`config.mk`:
```
export PLATFORM = sky130hd
export DESIGN_NAME = video_fetch_sched
export DESIGN_NICKNAME = d
export VERILOG_FILES = /design/src/rtl/video_fetch_sched.sv
export SDC_FILE = /design/constraint.sdc
export NUM_CORES = 1
export LEC_CHECK = 0
export ABC_AREA = 1
export CAP_MARGIN = 10
export CORE_MARGIN = 5
export CORE_UTILIZATION = 53
export CTS_CLUSTER_DIAMETER = 30
export CTS_CLUSTER_SIZE = 25
export DETAILED_ROUTE_END_ITERATION = 10
export HOLD_SLACK_MARGIN = 0.08
export PLACE_DENSITY_LB_ADDON = 0.1
export SYNTH_ARGS = -nofsm -noshare
export SYNTH_HDL_FRONTEND = slang
export SYNTH_SLANG_ARGS = --single-unit
```
`constraint.sdc`:
```
create_clock -name clk -period 3.05 [get_ports clk]
set_clock_uncertainty 0.05 [all_clocks]
set_input_delay 0.61 -clock clk [delete_from_list [all_inputs] [get_ports clk]]
set_output_delay 0.61 -clock clk [all_outputs]
set_load 0.02 [all_outputs]
```
`src/rtl/video_fetch_sched.sv`:
```
// Video fetch scheduler: issues credit-limited DRAM read requests on pixel-slot
// strobes and buffers returned words in a 4-entry first-word-fall-through FIFO.
module video_fetch_sched #(
    parameter int ADDR_W = 21,
    parameter int DEPTH  = 4
) (
    input  logic              clk,
    input  logic              rst,
    input  logic              cend,
    input  logic              frame_start,
    input  logic              fetch_en,
    input  logic [1:0]        mode_bw,
    input  logic [ADDR_W-1:0] base_addr,
    output logic              video_req,
    output logic [ADDR_W-1:0] video_addr,
    input  logic              video_next,
    input  logic              video_strobe,
    input  logic [15:0]       video_data,
    input  logic              rd,
    output logic [15:0]       rd_data,
    output logic              rd_valid,
    output logic              underrun
);

    typedef enum logic {IDLE, PEND} state_t;

    state_t      state, state_next;
    logic [2:0]  slot;
    logic [2:0]  inflight, inflight_next;
    logic [2:0]  discard;
    logic [2:0]  fifo_count;
    logic [1:0]  wr_ptr, rd_ptr;
    logic [15:0] mem [DEPTH];
    logic        armed;
    logic        slot_hit, eligible, accept, strobe_ret;
    logic        push, pop, fifo_full;
    logic [3:0]  credit;

    always_comb begin
        slot_hit = 1'b0;
        unique case (mode_bw)
            2'b00: slot_hit = (slot == 3'd0);
            2'b01: slot_hit = (slot[1:0] == 2'd0);
            2'b10: slot_hit = (slot[0] == 1'b0);
            2'b11: slot_hit = 1'b1;
        endcase
    end

    // Strobes with nothing outstanding never underflow inflight; armed keeps
    // stale post-reset returns out of the FIFO until a fresh request is accepted.
    assign eligible      = cend & slot_hit;
    assign credit        = {1'b0, fifo_count} + {1'b0, inflight} + {3'b000, video_req};
    assign accept        = (state == PEND) & video_next;
    assign strobe_ret    = video_strobe & (inflight != 3'd0);
    assign inflight_next = inflight + {2'b00, accept} - {2'b00, strobe_ret};
    assign fifo_full     = (fifo_count == 3'(DEPTH));
    assign rd_valid      = (fifo_count != 3'd0);
    assign pop           = rd & rd_valid & ~frame_start;
    assign push          = video_strobe & armed & (discard == 3'd0) & ~frame_start
                           & (~fifo_full | pop);
    assign rd_data       = rd_valid ? mem[rd_ptr] : 16'h0000;

    always_ff @(posedge clk) begin
        if (rst) state <= IDLE;
        else     state <= state_next;
    end

    always_comb begin
        state_next = state;
        if (frame_start) begin
            state_next = IDLE;
        end else begin
            unique case (state)
                IDLE: if (eligible && fetch_en && credit < 4'(DEPTH)) state_next = PEND;
                PEND: if (video_next) state_next = IDLE;
            endcase
        end
    end

    always_comb begin
        video_req = (state == PEND);
    end

    always_ff @(posedge clk) begin
        if (rst) begin
            slot       <= 3'd0;
            video_addr <= '0;
            inflight   <= 3'd0;
            discard    <= 3'd0;
            armed      <= 1'b0;
            underrun   <= 1'b0;
            fifo_count <= 3'd0;
            wr_ptr     <= 2'd0;
            rd_ptr     <= 2'd0;
        end else begin
            inflight <= inflight_next;
            armed    <= armed | accept;
            if (rd && !rd_valid) underrun <= 1'b1;
            if (frame_start) begin
                slot       <= 3'd0;
                video_addr <= base_addr;
                discard    <= inflight_next;
                fifo_count <= 3'd0;
                wr_ptr     <= 2'd0;
                rd_ptr     <= 2'd0;
            end else begin
                if (cend) slot <= slot + 3'd1;
                if (accept) video_addr <= video_addr + 1'b1;
                if (video_strobe && discard != 3'd0) discard <= discard - 3'd1;
                if (push) wr_ptr <= wr_ptr + 2'd1;
                if (pop)  rd_ptr <= rd_ptr + 2'd1;
                fifo_count <= fifo_count + {2'b00, push} - {2'b00, pop};
            end
        end
    end

    always_ff @(posedge clk) begin
        if (push) mem[wr_ptr] <= video_data;
    end

endmodule

```
==> results of run 1 <==
-- path summary, 6_finish.rpt --
check / from / to / slack (ns) / cells after the start
setup reg to reg: discard[0] / fifo_count[2] / 0.58 / 12
setup / recovery: register / rd_data[5] / 0.20 / 5
hold reg to reg: underrun / underrun / 0.41 / 2
hold / removal: underrun / underrun / 0.41 / 2
-- what timing repair did --
item                       in CTS  in global routing
setup buffers                   0                  0
hold buffers                    0                  0
setup endpoints to repair       0                 16
resized for setup               0                  1
-- final cells by class --
class / instances / share of cell area (%)
clock buffer: 9 / 1.97
clock inverter: 7 / 0.854
inverter: 74 / 4.41
multi-input combinational: 373 / 30.8
sequential: 106 / 43.9
tap: 129 / 2.56
timing repair buffer: 100 / 15.5
-- sequential cells by signal, indices dropped and copies added, names as in the netlist, named ones only --
name and cells:
armed 1, video_addr 21, rd_ptr 2, inflight 3, video_req 1, mem 64, wr_ptr 2, underrun 1
discard 3, fifo_count 3, slot 3
-- logic make-up (layout without fill, tap and decap cells) --
logic type / Yosys count / count (layout)
and+or+nand+nor: 235 / 235
AOI/OAI and AO/OA: 114 / 114
DFF: 106 / 106
buffers and inverters: 94 / 190
adders and majority gates: 18 / 18
xor gates and xnor gates: 6 / 6
-- power groups by stage --
stage | combinational (mW) | clock [mW] | sequential (mW)
floorplan | 0.222 | 0 | 1.66
global placement | 0.390 | 0 | 1.64
detailed placement | 0.404 | 0 | 1.64
CTS | 0.406 | 0.815 | 1.61
global route | 0.458 | 0.881 | 1.62
finish | 0.402 | 0.792 | 1.61
-- synthesized netlist by cell type, drive strengths merged --
library cell,number,area share [%]
a211oi,1,0.15
a22oi,1,0.15
buf,10,1.2
a31oi,8,0.99
nor4,1,0.25
nand4,4,0.49
clkbuf,10,0.74
fa,2,0.79
nor3b,1,0.15
o2111ai,1,0.17
o21ai,59,5.8
or2,1,0.12
xnor2,1,0.17
a21oi,43,4.5
inv,73,5.4
nand2,97,7.7
o21bai,1,0.15
nor2,102,8.6
nand3,28,3.0
edfxtp,64,38
xor2,5,0.86
ha,16,3.9
dfxtp,42,17
nor3,1,0.32
clkinv,1,0.074
-- worst reg2reg max path, stage by stage, from the launching register on --
cell and delay, ns:
dfxtp_1 0.33, inv_1 0.09, ha_1 0.15, nand2_1 0.09
nor4_2 0.22, nand2_2 0.10, ha_1 0.29, inv_1 0.04
ha_1 0.19, fa_1 0.37, xor2_1 0.17, o21ai_0 0.22
a21oi_1 0.07
-- layer usage --
metal	share of wire, %	up-vias
met4	1.5	0
met1	42	1866
met5	0	-
met2	51	122
li1	-	2063
met3	6.0	17
-- stage by stage --
step	setup WS (ns)	cell area (um2)	power, mW	std cells
6_report	0.197	6300	2.81	798
5_1_grt	0.0488	6300	2.96	798
4_1_cts	0.0140	6300	2.83	798
3_5_place_dp	0.000118	6120	2.05	782
3_3_place_gp	0.101	6120	2.03	782
2_1_floorplan	0.427	5080	1.88	573
==> summary.md, run 1 <==
| Metric | Value |
|---|---|
| Unrepaired setup endpoints after global routing | false |
| CP startpoint kind | register |
| Synth Area in XOR/XNOR | 1.03% |
| Syn Std Cell Area | 5080 um2 |
| Mapped Cells | 573 |
| RePlAce Congestion | 0.888 |
| CP Buf/Inv Count | 3 |
| First-pass GRT wire length | 18500 um |
| Initial cell density of the core | 54.7% |
| GR peak layer | met2 |
| Commonest non-fill, non-tap cell in the layout | nor2_1 |
| Post-route setup TNS | 0 ns |
| DP HPWL | 7940 um |
| Number of global-route vias before repair | 3957 |
| Compound-cell area share of the yosys netlist | 11.9% |
| Capturing element type of the critical path | output port |
| Relative slew margins | 60.3% |
| TritonCTS clock tree | built |
| Sequential share of power | 57.5% |
| Synth Area in Adders | 4.73% |
| Worst Tran Pin Value | 0.594 ns |
| Drc violations | 0 |
| Grt total ovfl | 0 |
| Reg area | 2760 um2 |
| Fin crit period | 2.85 ns |
| Via count | 4068 |
| Port buffer count | 86 |
| P_sw | 751 uW |
| Hold Crit Class | reg2reg |
| Arr. time, crit path | 2.19 ns |
| Sequential cell area fraction in the yosys report | 54.4% |
| GR Layer Usage met2 | 35.3% |
| Leak | 2.43 nW |
| Critical Path Slowest Stage Cell | clkdlybuf4s50_1 |
| Avg Cell Area, Syn | 8.87 um2 |
| CP max FO | 32 |
| Clock buffer count from CTS | 9 |
| Tcrit/Tclk final | 93.6% |
| Initial antenna violation count | 0 |
| Clock sinks | 106 |
| Syn-to-layout area delta | 24.0% |
| Worst path required time | 2.39 ns |
| Clock Pin Slew Worst Setup and Hold Paths | 0.10 ns |
| Antenna-violating nets left | 0 |
| Total track usage | 20.2% |
| Slew Limit Fails | 0 |
| Finish-stage setup viols | 0 |
| CP delay by family, top | buffers and inverters |
| PwrDens | 446 nW/um2 |
| Sw Ratio | 26.8% |
| Fmax achieved | 0.350 GHz |
| Met3 usage in global routing | 4.92% |
| Finished Core Util | 67.9% |
| Clk_lat worst skew | 0.37 ns |
| Post-synthesis mux area share | 0% |
| Detailed-router iteration count before antenna repair | 5 |
| Most frequent cells in the layout | 96 x nor2_1, 89 x nand2_1, 86 x clkdlybuf4s50_1 |
| Share of cells above drive strength 1 | 8.52% |
| Post-Synth Simple-Gate Area | 20.5% |
| Combinational Power Share | 14.3% |
| Max-cap viol count | 0 |
| Via/cell ratio | 5.10 |
| Int Pwr | 2.06 mW |
| Ant. Diodes | 0 |
| Crit Path Category | reg2out |
| Synthesized net count | 638 |
| Chip height | 108 um |
| Htree depth | 3 |
| Routed length per placed instance | 14.1 um |
| Die ar. | 11600 um2 |
| WHS | 0.408 ns |
| Clock Tree Buf Depth | 2 |
| Row count | 35 |
| Largest family of logic cells by synthesized area | simple AND/OR/NAND/NOR gates |
| Yosys reg bits | 106 |
| Die Wd | 108 um |
| Crit-path cells | inv_1 -> buf_4 -> o21ai_0 -> a21oi_1 -> clkdlybuf4s50_1 |
| Distinct cell type count after synthesis | 36 |
| Filler cell count | 771 |
| Clock Power Share | 28.2% |
| VDD IR max | 0.000353 V |
| Final hold vios | 0 |
| Synthesis Warnings | 0 |
| Met1 usage | 24.3% |
| Slowest stage delay, CP | 0.64 ns |
| Initial drt markers | 157 |
| Largest net degree at the start of global routing | 33 |
| Status | finished, final reports clean |
| Multi-input logic area | 1940 um2 |
| Nets | 729 |
| Final wirelength | 11300 um |
| Clock Tree Root | clkbuf_8 |
| Core area | 9280 um2 |
| Ports | 87 |
Power figures use the tool's default switching activity.
==> run 2: changes to the inputs <==
--- a/config.mk
+++ b/config.mk
@@ -12,6 +12,7 @@
 export CTS_CLUSTER_DIAMETER = 30
 export CTS_CLUSTER_SIZE = 25
 export DETAILED_ROUTE_END_ITERATION = 10
+export GPL_TIMING_DRIVEN = 0
 export HOLD_SLACK_MARGIN = 0.08
 export PLACE_DENSITY_LB_ADDON = 0.1
 export SYNTH_ARGS = -nofsm -noshare
==> run 2 against run 1 <==
Compared with the run above: maximum frequency decreased by 1.9%; flip-flop and latch count unchanged; hold slack improved by 0.0073 ns; via count increased by 2.4%; critical path depth increased by 2; setup slack got worse by 0.056 ns; highest routed layer unchanged.
==> summary.md, run 2 (synthesis gave the netlist of run 1 again) <==
| Metric | Value |
|---|---|
| Status | finished, final reports clean |
| Clk_lat worst skew | 0.37 ns |
| Fmax achieved | 0.344 GHz |
| Largest reg by FF count | mem |
| Routed length per placed instance | 14.8 um |
| Syn-to-layout area delta | 24.6% |
| TritonCTS clock tree | built |
| Detailed-router iteration count before antenna repair | 4 |
| Initial antenna violation count | 0 |
| Reg2reg end | fifo_count[2] |
| Most frequent cells in the layout | 95 x nor2_1, 89 x nand2_1, 75 x clkdlybuf4s50_1 |
| Number of global-route vias before repair | 4160 |
| Unrepaired setup endpoints after global routing | false |
| Antenna-violating nets left | 0 |
| Crit path capture | rd_data[12] |
| Worst path required time | 2.39 ns |
| Crit Path Category | reg2out |
| Slew Limit Fails | 0 |
| Largest net degree at the start of global routing | 20 |
| Finish-stage setup viols | 0 |
| Htree depth | 3 |
| Tot Pwr | 2.85 mW |
| Worst Tran Pin Value | 0.909 ns |
| Commonest non-fill, non-tap cell in the layout | nor2_1 |
| Die ar. | 11600 um2 |
| Clock Tree Buf Depth | 2 |
| Ports | 87 |
| WHS | 0.415 ns |
| Via/cell ratio | 5.17 |
| VDD IR max | 0.000259 V |
| Nets | 736 |
| PwrDens | 451 nW/um2 |
| RePlAce Congestion | 0.866 |
| Grt total ovfl | 0 |
| Clock Tree Root | clkbuf_8 |
| Clock sinks | 106 |
| Max-cap viol count | 0 |
| R2r setup slk | 0.55 ns |
| CP max FO | 10 |
| Initial cell density of the core | 54.7% |
| Leak | 2.62 nW |
| Ant. Diodes | 0 |
| Row count | 35 |
| Fin crit period | 2.91 ns |
| Total track usage | 21.5% |
| Clock Pin Slew Worst Setup and Hold Paths | 0.11 ns |
| Via count | 4164 |
| Post-route setup TNS | 0 ns |
| Initial drt markers | 230 |
| Arr. time, crit path | 2.25 ns |
| Largest registers | mem x64, video_addr x21 |
| Tcrit/Tclk final | 95.4% |
| Max FFs per register | 64 |
| Final hold vios | 0 |
| Capturing element type of the critical path | output port |
| DP HPWL | 8510 um |
| CP startpoint kind | register |
| Die Wd | 108 um |
| Clock buffer count from CTS | 9 |
| FF-to-FF path depth | 12 |
| Drc violations | 0 |
| Port buffer count | 84 |
| Final instance area | 6330 um2 |
| Hold_buf cts | 0 |
| Chip height | 108 um |
| Core area | 9280 um2 |
| Share of cells above drive strength 1 | 8.88% |
| Relative slew margins | 39.4% |
| First-pass GRT wire length | 19700 um |
| Placed Area | 6110 um2 |
| Hold Crit Class | reg2reg |
| Final wirelength | 11900 um |
| Crit Reg-Reg Startpoint | discard[0] |
==> run 2: metrics by stage <==
stage | instances | worst slack [ns] | util, %
after floorplan | 573 | 0.427 | -
after detailed placement | 789 | -0.180 | 65.8
final | 805 | 0.141 | 68.2
after CTS | 805 | 0.0114 | 67.9
after global placement | 786 | -0.290 | 65.5
after global routing | 805 | 0.00320 | 68.2
==> run 2: cell type report <==
class                   count  area, um2
fillers                   765       2950
flip-flops and latches    106       2760
multi-input cells         373       1950
repair buffers             87        890
inverters                  74        278
well taps                 129        161
clock buffers              10        128
plain buffers              20        104
clock inverters             6       57.6
==> run 2: report_power, final <==
part / switching [mW] / internal [mW]
clock network: 0.514 / 0.319
logic: 0.222 / 0.187
registers: 0.0508 / 1.56
total: 0.786 / 2.07
==> run 2: timing repair <==
item,CTS,global route
setup buffers,0,0
gates resized for setup,3,12
setup endpoints to repair,8,10
==> run 2: layer usage <==
layer,vias up,global-route usage (%),wire [um]
li1,2081,-,-
met1,1947,27.0,5130
met2,122,37.3,5940
met3,14,4.50,678
met4,0,6.22,146
met5,-,0,0
==> run 2: critical path: stages (launching register included) <==
cell and delay [ns]:
dfxtp_1 0.33, buf_2 0.19, inv_1 0.17, buf_2 0.23
nor2_1 0.11, o21ai_0 0.09, a21oi_1 0.15, clkdlybuf4s50_1 0.62
==> run 2: worst min path at each step <==
| stage | start | cells after the start | endpoint |
|---|---|---|---|
| 3_5_place_dp | underrun | 2 | underrun |
| 3_3_place_gp | underrun | 2 | underrun |
| 4_1_cts | underrun | 2 | underrun |
| 5_1_grt | slot[2] | 2 | slot[2] |
| 6_report | underrun | 2 | underrun |
| 2_1_floorplan | slot[2] | 2 | slot[2] |
